==> src/rtl/digit_scan_if.sv <==
// Bus between the BCD datapath and the 4-digit display scan controller.
// The datapath side drives the i_* signals, and the scan controller drives the o_* pins.
interface digit_scan_if;
  logic        i_en;
  logic [15:0] i_bcd;
  logic [3:0]  i_dp;
  logic        i_lz_en;
  logic [3:0]  o_an;
  logic [6:0]  o_seg;
  logic        o_dp;
  logic        o_frame_done;

  modport master (
    output i_en, i_bcd, i_dp, i_lz_en,
    input  o_an, o_seg, o_dp, o_frame_done
  );

  modport slave (
    input  i_en, i_bcd, i_dp, i_lz_en,
    output o_an, o_seg, o_dp, o_frame_done
  );
endinterface

==> src/rtl/digit_scan_controller.sv <==
// Single-clock, enable-based scanner for a 4-digit common-anode 7-segment display.
// Each digit slot has a blank gap followed by a lit phase. Inputs are latched once per frame.
module digit_scan_controller #(
  parameter int DIGIT_CYCLES = 100_000,
  parameter int BLANK_CYCLES = 1_000
) (
  input logic         i_clk,
  input logic         i_reset,
  digit_scan_if.slave bus
);

  localparam int CW = $clog2(DIGIT_CYCLES);

  localparam logic [0:0] PH_BLANK = 1'b0;
  localparam logic [0:0] PH_SHOW  = 1'b1;

  logic [CW-1:0] cnt;
  logic [1:0]    dig;
  logic [15:0]   lat_bcd;
  logic [3:0]    lat_dp;
  logic          lat_lz;

  logic [0:0]    phase;
  logic          cnt_last;
  logic [3:0]    nibble;
  logic [3:0]    lz_blank;
  logic          lit;

  function automatic logic [6:0] seg_decode(input logic [3:0] v);
    case (v)
      4'd0:    seg_decode = 7'b1000000;
      4'd1:    seg_decode = 7'b1111001;
      4'd2:    seg_decode = 7'b0100100;
      4'd3:    seg_decode = 7'b0110000;
      4'd4:    seg_decode = 7'b0011001;
      4'd5:    seg_decode = 7'b0010010;
      4'd6:    seg_decode = 7'b0000010;
      4'd7:    seg_decode = 7'b1111000;
      4'd8:    seg_decode = 7'b0000000;
      4'd9:    seg_decode = 7'b0010000;
      default: seg_decode = 7'b0111111;
    endcase
  endfunction

  // NOTE: every always_comb output gets a default first so that no path can infer a latch.
  always_comb begin
    phase    = (cnt < CW'(BLANK_CYCLES)) ? PH_BLANK : PH_SHOW;
    cnt_last = (cnt == CW'(DIGIT_CYCLES - 1));
    nibble   = lat_bcd[{dig, 2'b00} +: 4];
    // A digit is blanked only while it and every digit above it are zero.
    lz_blank    = 4'b0000;
    lz_blank[3] = lat_lz && (lat_bcd[15:12] == 4'd0);
    lz_blank[2] = lz_blank[3] && (lat_bcd[11:8] == 4'd0);
    lz_blank[1] = lz_blank[2] && (lat_bcd[7:4] == 4'd0);
    lit = (phase == PH_SHOW) && !lz_blank[dig];
  end

  // NOTE: sequential state uses non-blocking assignments so that all registers update together on the edge.
  always_ff @(posedge i_clk) begin
    if (i_reset || !bus.i_en) begin
      cnt              <= '0;
      dig              <= 2'd0;
      bus.o_an         <= 4'b1111;
      bus.o_seg        <= 7'b1111111;
      bus.o_dp         <= 1'b1;
      bus.o_frame_done <= 1'b0;
      // NOTE: the frame latch is cleared only by reset. Disabling the scan leaves its contents intact.
      if (i_reset) begin
        lat_bcd <= '0;
        lat_dp  <= '0;
        lat_lz  <= 1'b0;
      end
    end else begin
      if (cnt == '0 && dig == 2'd0) begin
        lat_bcd <= bus.i_bcd;
        lat_dp  <= bus.i_dp;
        lat_lz  <= bus.i_lz_en;
      end

      bus.o_an         <= lit ? ~(4'b0001 << dig) : 4'b1111;
      bus.o_seg        <= lit ? seg_decode(nibble) : 7'b1111111;
      bus.o_dp         <= lit ? ~lat_dp[dig] : 1'b1;
      bus.o_frame_done <= cnt_last && (dig == 2'd3);

      if (cnt_last) begin
        cnt <= '0;
        dig <= dig + 2'd1;
      end else begin
        cnt <= cnt + CW'(1);
      end
    end
  end

endmodule

==> src/flat_wrapper.sv <==
// flat-port wrapper written by rule: the top's interface ports become plain ports
module digit_scan_controller_flat 
#(
  parameter int DIGIT_CYCLES = 100_000,
  parameter int BLANK_CYCLES = 1_000
)
  (i_clk, i_reset, bus_i_en, bus_i_bcd, bus_i_dp, bus_i_lz_en, bus_o_an, bus_o_seg, bus_o_dp, bus_o_frame_done);
  digit_scan_if bus_i ();
  input logic i_clk;
  input logic i_reset;
  input wire logic [$bits(bus_i.i_en)-1:0] bus_i_en;
  input wire logic [$bits(bus_i.i_bcd)-1:0] bus_i_bcd;
  input wire logic [$bits(bus_i.i_dp)-1:0] bus_i_dp;
  input wire logic [$bits(bus_i.i_lz_en)-1:0] bus_i_lz_en;
  output wire logic [$bits(bus_i.o_an)-1:0] bus_o_an;
  output wire logic [$bits(bus_i.o_seg)-1:0] bus_o_seg;
  output wire logic [$bits(bus_i.o_dp)-1:0] bus_o_dp;
  output wire logic [$bits(bus_i.o_frame_done)-1:0] bus_o_frame_done;
  assign bus_i.i_en = bus_i_en;
  assign bus_i.i_bcd = bus_i_bcd;
  assign bus_i.i_dp = bus_i_dp;
  assign bus_i.i_lz_en = bus_i_lz_en;
  assign bus_o_an = bus_i.o_an;
  assign bus_o_seg = bus_i.o_seg;
  assign bus_o_dp = bus_i.o_dp;
  assign bus_o_frame_done = bus_i.o_frame_done;
  digit_scan_controller #(.DIGIT_CYCLES(DIGIT_CYCLES), .BLANK_CYCLES(BLANK_CYCLES)) u_core (.i_clk(i_clk), .i_reset(i_reset), .bus(bus_i));
endmodule
==> config.mk <==
export PLATFORM = sky130hd
export DESIGN_NAME = digit_scan_controller_flat
export DESIGN_NICKNAME = d
export VERILOG_FILES = /design/src/rtl/digit_scan_if.sv /design/src/rtl/digit_scan_controller.sv /design/src/flat_wrapper.sv
export SDC_FILE = /design/constraint.sdc
export NUM_CORES = 1
export LEC_CHECK = 0
export BUFFER_PORTS_ARGS = -buffer_cell sky130_fd_sc_hd__buf_4
export CAP_MARGIN = 20
export CORE_ASPECT_RATIO = 0.7
export CORE_MARGIN = 2
export CORE_UTILIZATION = 42
export CTS_CLUSTER_DIAMETER = 200
export CTS_CLUSTER_SIZE = 16
export DETAILED_ROUTE_END_ITERATION = 8
export GPL_TIMING_DRIVEN = 1
export MAX_ROUTING_LAYER = met4
export SLEW_MARGIN = 5
export SYNTH_ARGS = -nofsm -noshare
export SYNTH_HDL_FRONTEND = slang
export SYNTH_SLANG_ARGS = --single-unit
==> constraint.sdc <==
create_clock -name i_clk -period 2.9 [get_ports i_clk]
set_input_delay 0.58 -clock i_clk [delete_from_list [all_inputs] [get_ports i_clk]]
set_output_delay 0.58 -clock i_clk [all_outputs]
set_load 0.02 [all_outputs]
=== Word level (Yosys, flattened, before mapping) ===
Memories as Yosys holds them, arrays and structs flattened. A register that Yosys moved wholly into a read port is not among the register bits.
Index checks and enable logic that the tools add are counted.

* $add $sub $neg: 2
* $lt $le $gt $ge: 2
* Equality and inequality tests: 3
* Shift operators: 2
* Mux-type cells: 14
* Bitwise gates (word level): 3
* Reductions and logical operators: 18

{| class="wikitable"
|+ Operator list
! operator !! number
|-
| two-way mux 16 bit || 3
|-
| adder 17 x 1 -> 17 bit (second input constant) || 1
|-
| == test 17 bit (second input constant) || 1
|-
| zero test 17 bit || 1
|-
| < comparator 17 x 10 -> 1 bit (second input constant) || 1
|-
| indexed part select 16 x 5 -> 4 bit || 1
|-
| zero test 4 bit || 3
|-
| two-way mux 4 bit || 3
|-
| logical AND 1 bit || 6
|-
| two-way mux 1 bit || 6
|-
| binary-select mux 1 bit (select 2 bit) || 2
|-
| inverter 4 bit || 1
|-
| OR reduction 2 bit || 2
|-
| << shifter 1 x 2 -> 4 bit (first input constant) || 1
|-
| < comparator 2 x 3 -> 1 bit (second input constant) || 1
|-
| adder 2 x 1 -> 2 bit (second input constant) || 1
|-
| == test 2 bit (second input constant) || 1
|-
| zero test 1 bit || 2
|-
| zero test 2 bit || 1
|-
| != test 2 bit (second input constant) || 1
|-
| inverter 1 bit || 2
|-
| AND reduction 2 bit || 1
|-
| nonzero test 2 bit || 1
|-
| logical OR 1 bit || 1
|}

* Register bits after elaboration: 46
* ROM bits: 112
* Input bits: 24
* Logic and storage cells: 53
* Memories: 1

{| class="wikitable"
|+ Memory list
! memory !! words !! bits a word !! rd ports !! clocked after memory_dff !! write ports !! line !! RTL
|-
| (name not given) || 16 || 7 || 1 || 1 || 0 || digit_scan_controller.sv:30 || <nowiki>case (v)</nowiki>
|}

=== Depth between registers and ports, before layout ===
Gate-level depths: netlist of run 1.

* Depth in word-level cells: 10
* Mapped depth: 7
* Gate-level depth less buffers: 6

=== Worst setup path before layout of run 1 ===
OpenSTA, ideal clock, no wires.

* Path type: reg-to-reg
* Start point: register u_core.dig[0]
* End point: register u_core.bus.o_seg[4]
* Arrival: 1.829 ns
* Setup slack: 0.924 ns
* Cell stages (with the launch flop): 8
* Buffers on the path: 1
* Cell sequence: dfxtp_1 -> buf_6 -> mux4_2 -> inv_1 -> ha_1 -> nor3_1 -> a2111oi_0 -> o211ai_1

* Word-level cells in the longest chain between the ends: 6
* Elaborated cells on any way between the ends: 7

{| class="wikitable"
|+ Ends and longest elaborated chain
! element !! line !! RTL
|-
| from (decl) || digit_scan_controller.sv:18 || <nowiki>logic [1:0] dig;</nowiki>
|-
| from (signal assigned) || digit_scan_controller.sv:87 || <nowiki>dig <= dig + 2'd1;</nowiki>
|-
| binary-select mux 1 bit (select 2 bit) || digit_scan_controller.sv:55 || <nowiki>lit = (phase == PH_SHOW) && !lz_blank[dig];</nowiki>
|-
| two-way mux 1 bit (not written as such) || digit_scan_controller.sv:55 ||
|-
| zero test 1 bit || digit_scan_controller.sv:55 ||
|-
| logical AND 1 bit || digit_scan_controller.sv:55 ||
|-
| inverter 1 bit (no line) || - ||
|-
| OR reduction 2 bit (no line) || - ||
|-
| to (decl) || digit_scan_if.sv:20 || <nowiki>output o_an, o_seg, o_dp, o_frame_done</nowiki>
|}

Several ways; a longest one is shown, not always the timed one. The select of a mux whose other input is x is not followed.
A chain may end at the register's enable or synchronous reset.

=== Final worst setup path of run 1 ===
Same ends and word-level chain as after synthesis.

==> flow_metrics.tcl, run 1 <==
set metrics [dict create \
    slew_violations 0 \
    crit_chain "mux4_2 > inv_1 > ha_1 > nor3_1 > a2111oi_0 > o211ai_1" \
    internal_power_uw 1010 \
    dpl.hpwl_um 3410 \
    dp.cells 329 \
    worst_path_max_delay_cell "dfxtp_1" \
    cts_root_buf "clkbuf_8" \
    cts_hold_buf 0 \
    critPathKind "register to register" \
    port_buffers 36 \
    globalRouteTotalUtil 0.157 \
    wl_per_cell_um 13.6 \
    routed_via_density 5.02 \
    synth.distinct_cells 39 \
    power.density_nw_per_um2 453 \
    p_clk_frac 0.298 \
    cp.arrival_ns 2.52 \
    synth_edf_count 21 \
    drive_above_1_share 0.214 \
    max_stage_delay_ns 0.69 \
    synth_area_sq_um 2470 \
    fin_cells 337 \
    synthArstFlopShare 0 \
    drc 0 \
    min_period_over_period 0.819 \
    nets 296 \
    cts_inserted_buffers 5 \
    grt_pass1_wl_um 7470 \
    drv_cap 0 \
    cp-start-kind "register" \
    p_leak_uw 0.00105 \
    synthesis.nets 260 \
    firstDrtPassIters 4 \
    worst_pin_slew_ns 0.911 \
    setup_viol 0 \
    end_kind "register" \
    netlist_top_cells_count "32 x dfxtp_1, 21 x and2_1, 21 x edfxtp_1" \
    p_comb_frac 0.076 \
    cpLargestDelayFamily "flip-flops" \
    ys_ff_latch 53 \
    ant_nets 0 \
    clk-insertion-delay-late_ns 0.30 \
    path_buf_inv 1 \
    num_vias 1693 \
    top_level_ports 37 \
    synth_ff_type "dfxtp_1" \
    syn2layout_area_growth_pct 16.3 \
    holdWs_ns 0.489 \
    cts.clk_slew.worst_paths_ns 0.09 \
    syn-instance-count 225 \
    synth_top_area_frac 0.260 \
    coreArea_sq_um 5700 \
    clock.fmax_mhz 421 \
    ys_warn_count 0 \
    cts_resized 0 \
    worstRegToRegCells 6 \
    overflow 0 \
    routed_wl_um 4570 \
    utilization 0.504 \
    p_seq_frac 0.626 \
    grt_pass1_vias 1503 \
    p_switching_uw 286 \
    cts_setup_buffers 0 \
    period_needed_ns 2.37 \
    run_status "finished, final reports clean" \
    cp_max_fo 12 \
    clock-sinks 53 \
    slew_headroom 0.393 \
    synth_most_common_cell "dfxtp_1" \
    finalHoldViolations 0 \
    dieHeight_um 68.1 \
    synth_area_per_cell_sq_um 11.0 \
    required_ns 3.05 \
    gp_congestion 0.931 \
    die_w_um 95.6 \
    finClkSkew_ns 0.00308 \
    ir_drop_mv 0.196 \
    synth_top_cell_by_area "dfxtp_1" \
    diodes 0 \
    switching_share 0.220 \
    num_rows 23 \
    rsz0062_at_grt "no" \
    grt_start_max_net_pins 24 \
    die_area_sq_um 6510 \
    setup_tns_ns 0 \
    p_total_uw 1300 \
    min_path_cells 1 \
    yosys-top-cells-area "dfxtp_1 26%, edfxtp_1 26%, ha_1 5.6%" \
    clockBufferDepth 2 \
    cts_tree "built" \
    start_util 0.433 \
    hold_path.class "register to register" \
    path_depth 6 \
    htree_levels 2 \
    antenna_found_initial 0 \
    yosysSeqAreaShare 0.515 \
    drt_iter0_markers 78 \
]
-- power by group through the flow --
stage | registers (uW) | logic, uW | clock network [uW]
floorplan | 825 | 58.8 | 0
global placement | 831 | 98.7 | 0
detailed placement | 832 | 99.1 | 0
CTS | 814 | 99.6 | 406
global route | 817 | 111 | 437
finish | 814 | 99.1 | 388
-- sequential cells by signal, summed over array words and instances, names as in the netlist --
name                     count
u_core.bus.o_an              4
u_core.dig                   2
u_core.lat_dp                4
u_core.bus.o_seg             7
u_core.lat_lz                1
u_core.bus.o_dp              1
u_core.cnt                  17
u_core.bus.o_frame_done      1
u_core.lat_bcd              16
-- worst reg2reg max path, delay by kind of cell (launching register included) --
| family | cells | cell delay (ns) |
|---|---|---|
| flops | 1 | 0.69 |
| mux | 1 | 0.64 |
| fa+ha+maj | 1 | 0.20 |
| simple gates | 1 | 0.06 |
| buf+inv | 1 | 0.15 |
| compound gates | 2 | 0.48 |
-- per-stage QoR --
step | instance area (sq um) | setup WS [ns]
final | 2870 | 0.526
after floorplan | 2470 | 0.924
after detailed placement | 2790 | 0.516
after global routing | 2870 | 0.297
after global placement | 2790 | 0.592
after CTS | 2870 | 0.499
-- path summary, 6_finish.rpt --
path,start,to,slack [ns]
setup / recovery,u_core.dig[0],u_core.bus.o_seg[4],0.53
hold / removal,u_core.cnt[0],u_core.cnt[0],0.49
setup reg to reg,u_core.dig[0],u_core.bus.o_seg[4],0.53
hold reg to reg,u_core.cnt[0],u_core.cnt[0],0.49
-- cells in the final DEF (no fill, tap or decap), types with 6 or more instances in the layout --
cell	count
buf_4	37
dfxtp_1	32
and2_1	21
edfxtp_1	21
nor2_1	18
nand3_1	16
ha_1	11
inv_1	10
nand2_1	9
xor2_1	8
nor3_1	6
a21oi_1	6
o21ai_0	6
-- area by class of cell --
cell class | count | area (sq um)
repair buffers | 37 | 278
clock buffers | 5 | 68.8
clock inverters | 3 | 12.5
flip-flops and latches | 53 | 1270
well taps | 75 | 93.8
inverters | 10 | 37.5
fillers | 543 | 2830
multi-input cells | 154 | 1110
-- logic make-up after synthesis --
kind of cell | Yosys count | synth area share
compound gates | 23 | 0.0659
xor+xnor | 13 | 0.0461
fa+ha+maj | 11 | 0.0558
buf+inv | 18 | 0.0355
flops | 53 | 0.515
mux | 7 | 0.0538
simple gates | 100 | 0.228
-- layer usage --
metal  track usage  vias to the layer above  wire, um
li1              -                      877         -
met2         0.196                       37      1720
met4        0.0429                        0        38
met3        0.0396                        4       261
met5             -                        -         0
met1         0.245                      775      2550
No activity file was read; power rests on OpenSTA's default activity.
==> run 2, diff against run 1 <==
--- a/config.mk
+++ b/config.mk
@@ -5,6 +5,7 @@
 export SDC_FILE = /design/constraint.sdc
 export NUM_CORES = 1
 export LEC_CHECK = 0
+export ABC_AREA = 1
 export BUFFER_PORTS_ARGS = -buffer_cell sky130_fd_sc_hd__buf_4
 export CAP_MARGIN = 20
 export CORE_ASPECT_RATIO = 0.7
==> constraint.sdc (replaced) <==
create_clock -name i_clk -period 2.4 [get_ports i_clk]
set_input_delay 0.48 -clock i_clk [delete_from_list [all_inputs] [get_ports i_clk]]
set_output_delay 0.48 -clock i_clk [all_outputs]
set_load 0.02 [all_outputs]
==> flow_metrics.tcl, run 2 <==
set metrics [dict create \
    rr_endpoint "u_core.lat_bcd[7]" \
    p_seq_frac 0.600 \
    syn-instance-count 348 \
    worst_pin_slew_ns 0.350 \
    synth-compound-area-share 0.0281 \
    largest-register "u_core.cnt" \
    routed_via_density 4.51 \
    worst_path_max_delay_cell "dfxtp_1" \
    p_switching_uw 401 \
    diodes 0 \
    num_vias 2098 \
    drive_above_1_share 0.168 \
    nets 421 \
    crit_chain "inv_1 > ha_1 > nand3_1 > nor3_1 > nand3_1 > nand2_1 > buf_4" \
    path_common_cell "nand3_1" \
    p_total_uw 1640 \
    period_needed_ns 1.87 \
    fin_cells 465 \
    reg_top3 "u_core.cnt x17, u_core.lat_bcd x16, u_core.bus.o_seg x7" \
    drv_cap 0 \
    routed_wl_um 5360 \
    switching_share 0.245 \
    synth_ff_type "dfxtp_1" \
    required_ns 2.40 \
    ys_ff_latch 53 \
    start_util 0.434 \
    hold_path.class "primary input to register" \
    path_buf_inv 2 \
    min_period_over_period 0.780 \
    p_leak_uw 0.00132 \
    overflow 0 \
    max_stage_delay_ns 0.43 \
    cts_setup_buffers 0 \
    setup_tns_ns 0 \
    synth_area_sq_um 2710 \
    cts_root_buf "clkbuf_8" \
    dp_slack_ns 0.519 \
    synth_xor_area_frac 0.0258 \
    drc 0 \
    synth_top_cell_by_area "dfxtp_1" \
    synthArstFlopShare 0 \
    die_w_um 100 \
    clk-insertion-delay-late_ns 0.31 \
    grt_pass1_vias 1893 \
    ir_drop_mv 0.217 \
    setup_ws_ns 0.528 \
    r2r-start "u_core.dig[1]" \
    cp-start-kind "register" \
    largest_reg_flops 17 \
    path_depth 7 \
    synth_mux_area_frac 0 \
    synth_area_per_cell_sq_um 7.79 \
    dp.cells 457 \
    syn2layout_area_growth_pct 15.7 \
    cp-startpoint "u_core.dig[1]" \
    dieHeight_um 71.2 \
    synth_most_common_cell "nand2_1" \
    yosys.area_share.simple 0.330 \
    cts_resized 0 \
    crit_end "u_core.lat_bcd[7]" \
    end_kind "register" \
    final_cell_mix "75 x nand2_1, 66 x nor2_1, 53 x inv_1, 39 x buf_4, 32 x dfxtp_1" \
    synth_edf_count 21 \
    cts.clk_slew.worst_paths_ns 0.10 \
    synthesis.nets 383 \
    p_comb_frac 0.082 \
    netlist_top_cells_count "75 x nand2_1, 66 x nor2_1, 53 x inv_1" \
    yosys-top-cells-area "dfxtp_1 24%, edfxtp_1 23%, nand2_1 10%" \
    reg2reg_slack_ns 0.53 \
    clock-sinks 53 \
    p_clk_frac 0.317 \
    slew_headroom 0.765 \
    cts_hold_buf 0 \
    synth_top_family_by_area "simple AND/OR/NAND/NOR gates" \
    power.density_nw_per_um2 523 \
    run_status "finished, final reports clean" \
    ys_warn_count 0 \
    worstRegToRegCells 7 \
    grt_start_max_net_pins 22 \
    drt_iter0_markers 85 \
    cp.arrival_ns 1.87 \
    globalRouteTotalUtil 0.164 \
    critPathKind "register to register" \
    cp_max_fo 21 \
    firstDrtPassIters 4 \
    die_area_sq_um 7120 \
    antenna_found_initial 0 \
    rsz0062_at_grt "no" \
    top_level_ports 37 \
    port_buffers 36 \
    grt_pass1_wl_um 9010 \
    wl_per_cell_um 11.5 \
    final_common_cell "nand2_1" \
    internal_power_uw 1240 \
    ant_nets 0 \
    gp_congestion 0.900 \
    htree_levels 2 \
    dpl.hpwl_um 4040 \
    yosysSeqAreaShare 0.469 \
    cpLargestDelayFamily "buffers and inverters" \
    finalHoldViolations 0 \
    num_rows 24 \
    cts_inserted_buffers 5 \
    setup_viol 0 \
    synthAdderAreaFrac 0.0508 \
    utilization 0.502 \
    synth_top_area_frac 0.236 \
    clockBufferDepth 2 \
    synth.distinct_cells 30 \
    clock.fmax_mhz 534 \
    slew_violations 0 \
    finClkSkew_ns 0.00672 \
    cts_tree "built" \
    coreArea_sq_um 6250 \
]
## run 2: cell count changes in the layout (fill, tap and decap cells not counted), moves of 5 or more
cell / previous run / this run
and2_1: 21 / 0
inv_1: 10 / 53
mux4_2: 5 / 0
nand2_1: 9 / 75
nand2_2: 0 / 5
nand3_1: 16 / 31
nor2_1: 18 / 66
nor3_1: 6 / 1
or3_1: 5 / 0
## run 2: kinds of logic (layout without fill, tap and decap cells)
family / after synthesis / in the layout
buf+inv: 62 / 101
flops: 53 / 53
simple gates: 200 / 200
fa+ha+maj: 11 / 11
xor+xnor: 8 / 8
compound gates: 14 / 14
## run 2: layout make-up
type                            instances  area (sq um)
Clock inverter                          3          25.0
Clock buffer                            5          68.8
Tap cell                               78          97.6
Multi-Input combinational cell        233          1180
Fill cell                             623          3110
Timing Repair Buffer                   39           293
Inverter                               54           203
Sequential cell                        53          1270
## run 2: how the worst min path moves through the flow
stage                        from                 end  slack (ns)  depth (start not counted)
floorplan           u_core.cnt[0]       u_core.cnt[0]        0.44                          1
CTS                 bus_i_bcd[12]  u_core.lat_bcd[12]        0.45                          3
global route        bus_i_bcd[12]  u_core.lat_bcd[12]        0.46                          3
finish              bus_i_bcd[12]  u_core.lat_bcd[12]        0.46                          3
global placement    u_core.cnt[0]       u_core.cnt[0]        0.47                          1
detailed placement  u_core.cnt[0]       u_core.cnt[0]        0.47                          1
## run 2: stage by stage
stage / instance area, sq um / hold slack [ns]
2_1_floorplan: 2710 / 0.441
3_3_place_gp: 3040 / 0.467
3_5_place_dp: 3040 / 0.474
4_1_cts: 3140 / 0.451
5_1_grt: 3140 / 0.464
6_report: 3140 / 0.462
## run 2: power groups by stage
stage | combinational [uW] | sequential (uW) | clock [uW]
2_1_floorplan | 87.6 | 998 | 0
3_3_place_gp | 135 | 1010 | 0
3_5_place_dp | 136 | 1010 | 0
4_1_cts | 137 | 985 | 541
5_1_grt | 157 | 989 | 566
6_report | 135 | 985 | 520
## run 2: worst register-to-register path, stage by stage (launching register included)
cell and delay, ns:
dfxtp_1 0.43, inv_1 0.23, ha_1 0.22, nand3_1 0.08, nor3_1 0.19, nand3_1 0.09, nand2_1 0.07, buf_4 0.26
## run 2: routing by layer
metal	vias to the layer above	global-route usage	wire length, um
met5	-	-	0
met4	0	0.0365	23
met3	2	0.0322	236
met2	45	0.210	1920
met1	891	0.262	3180
li1	1160	-	-
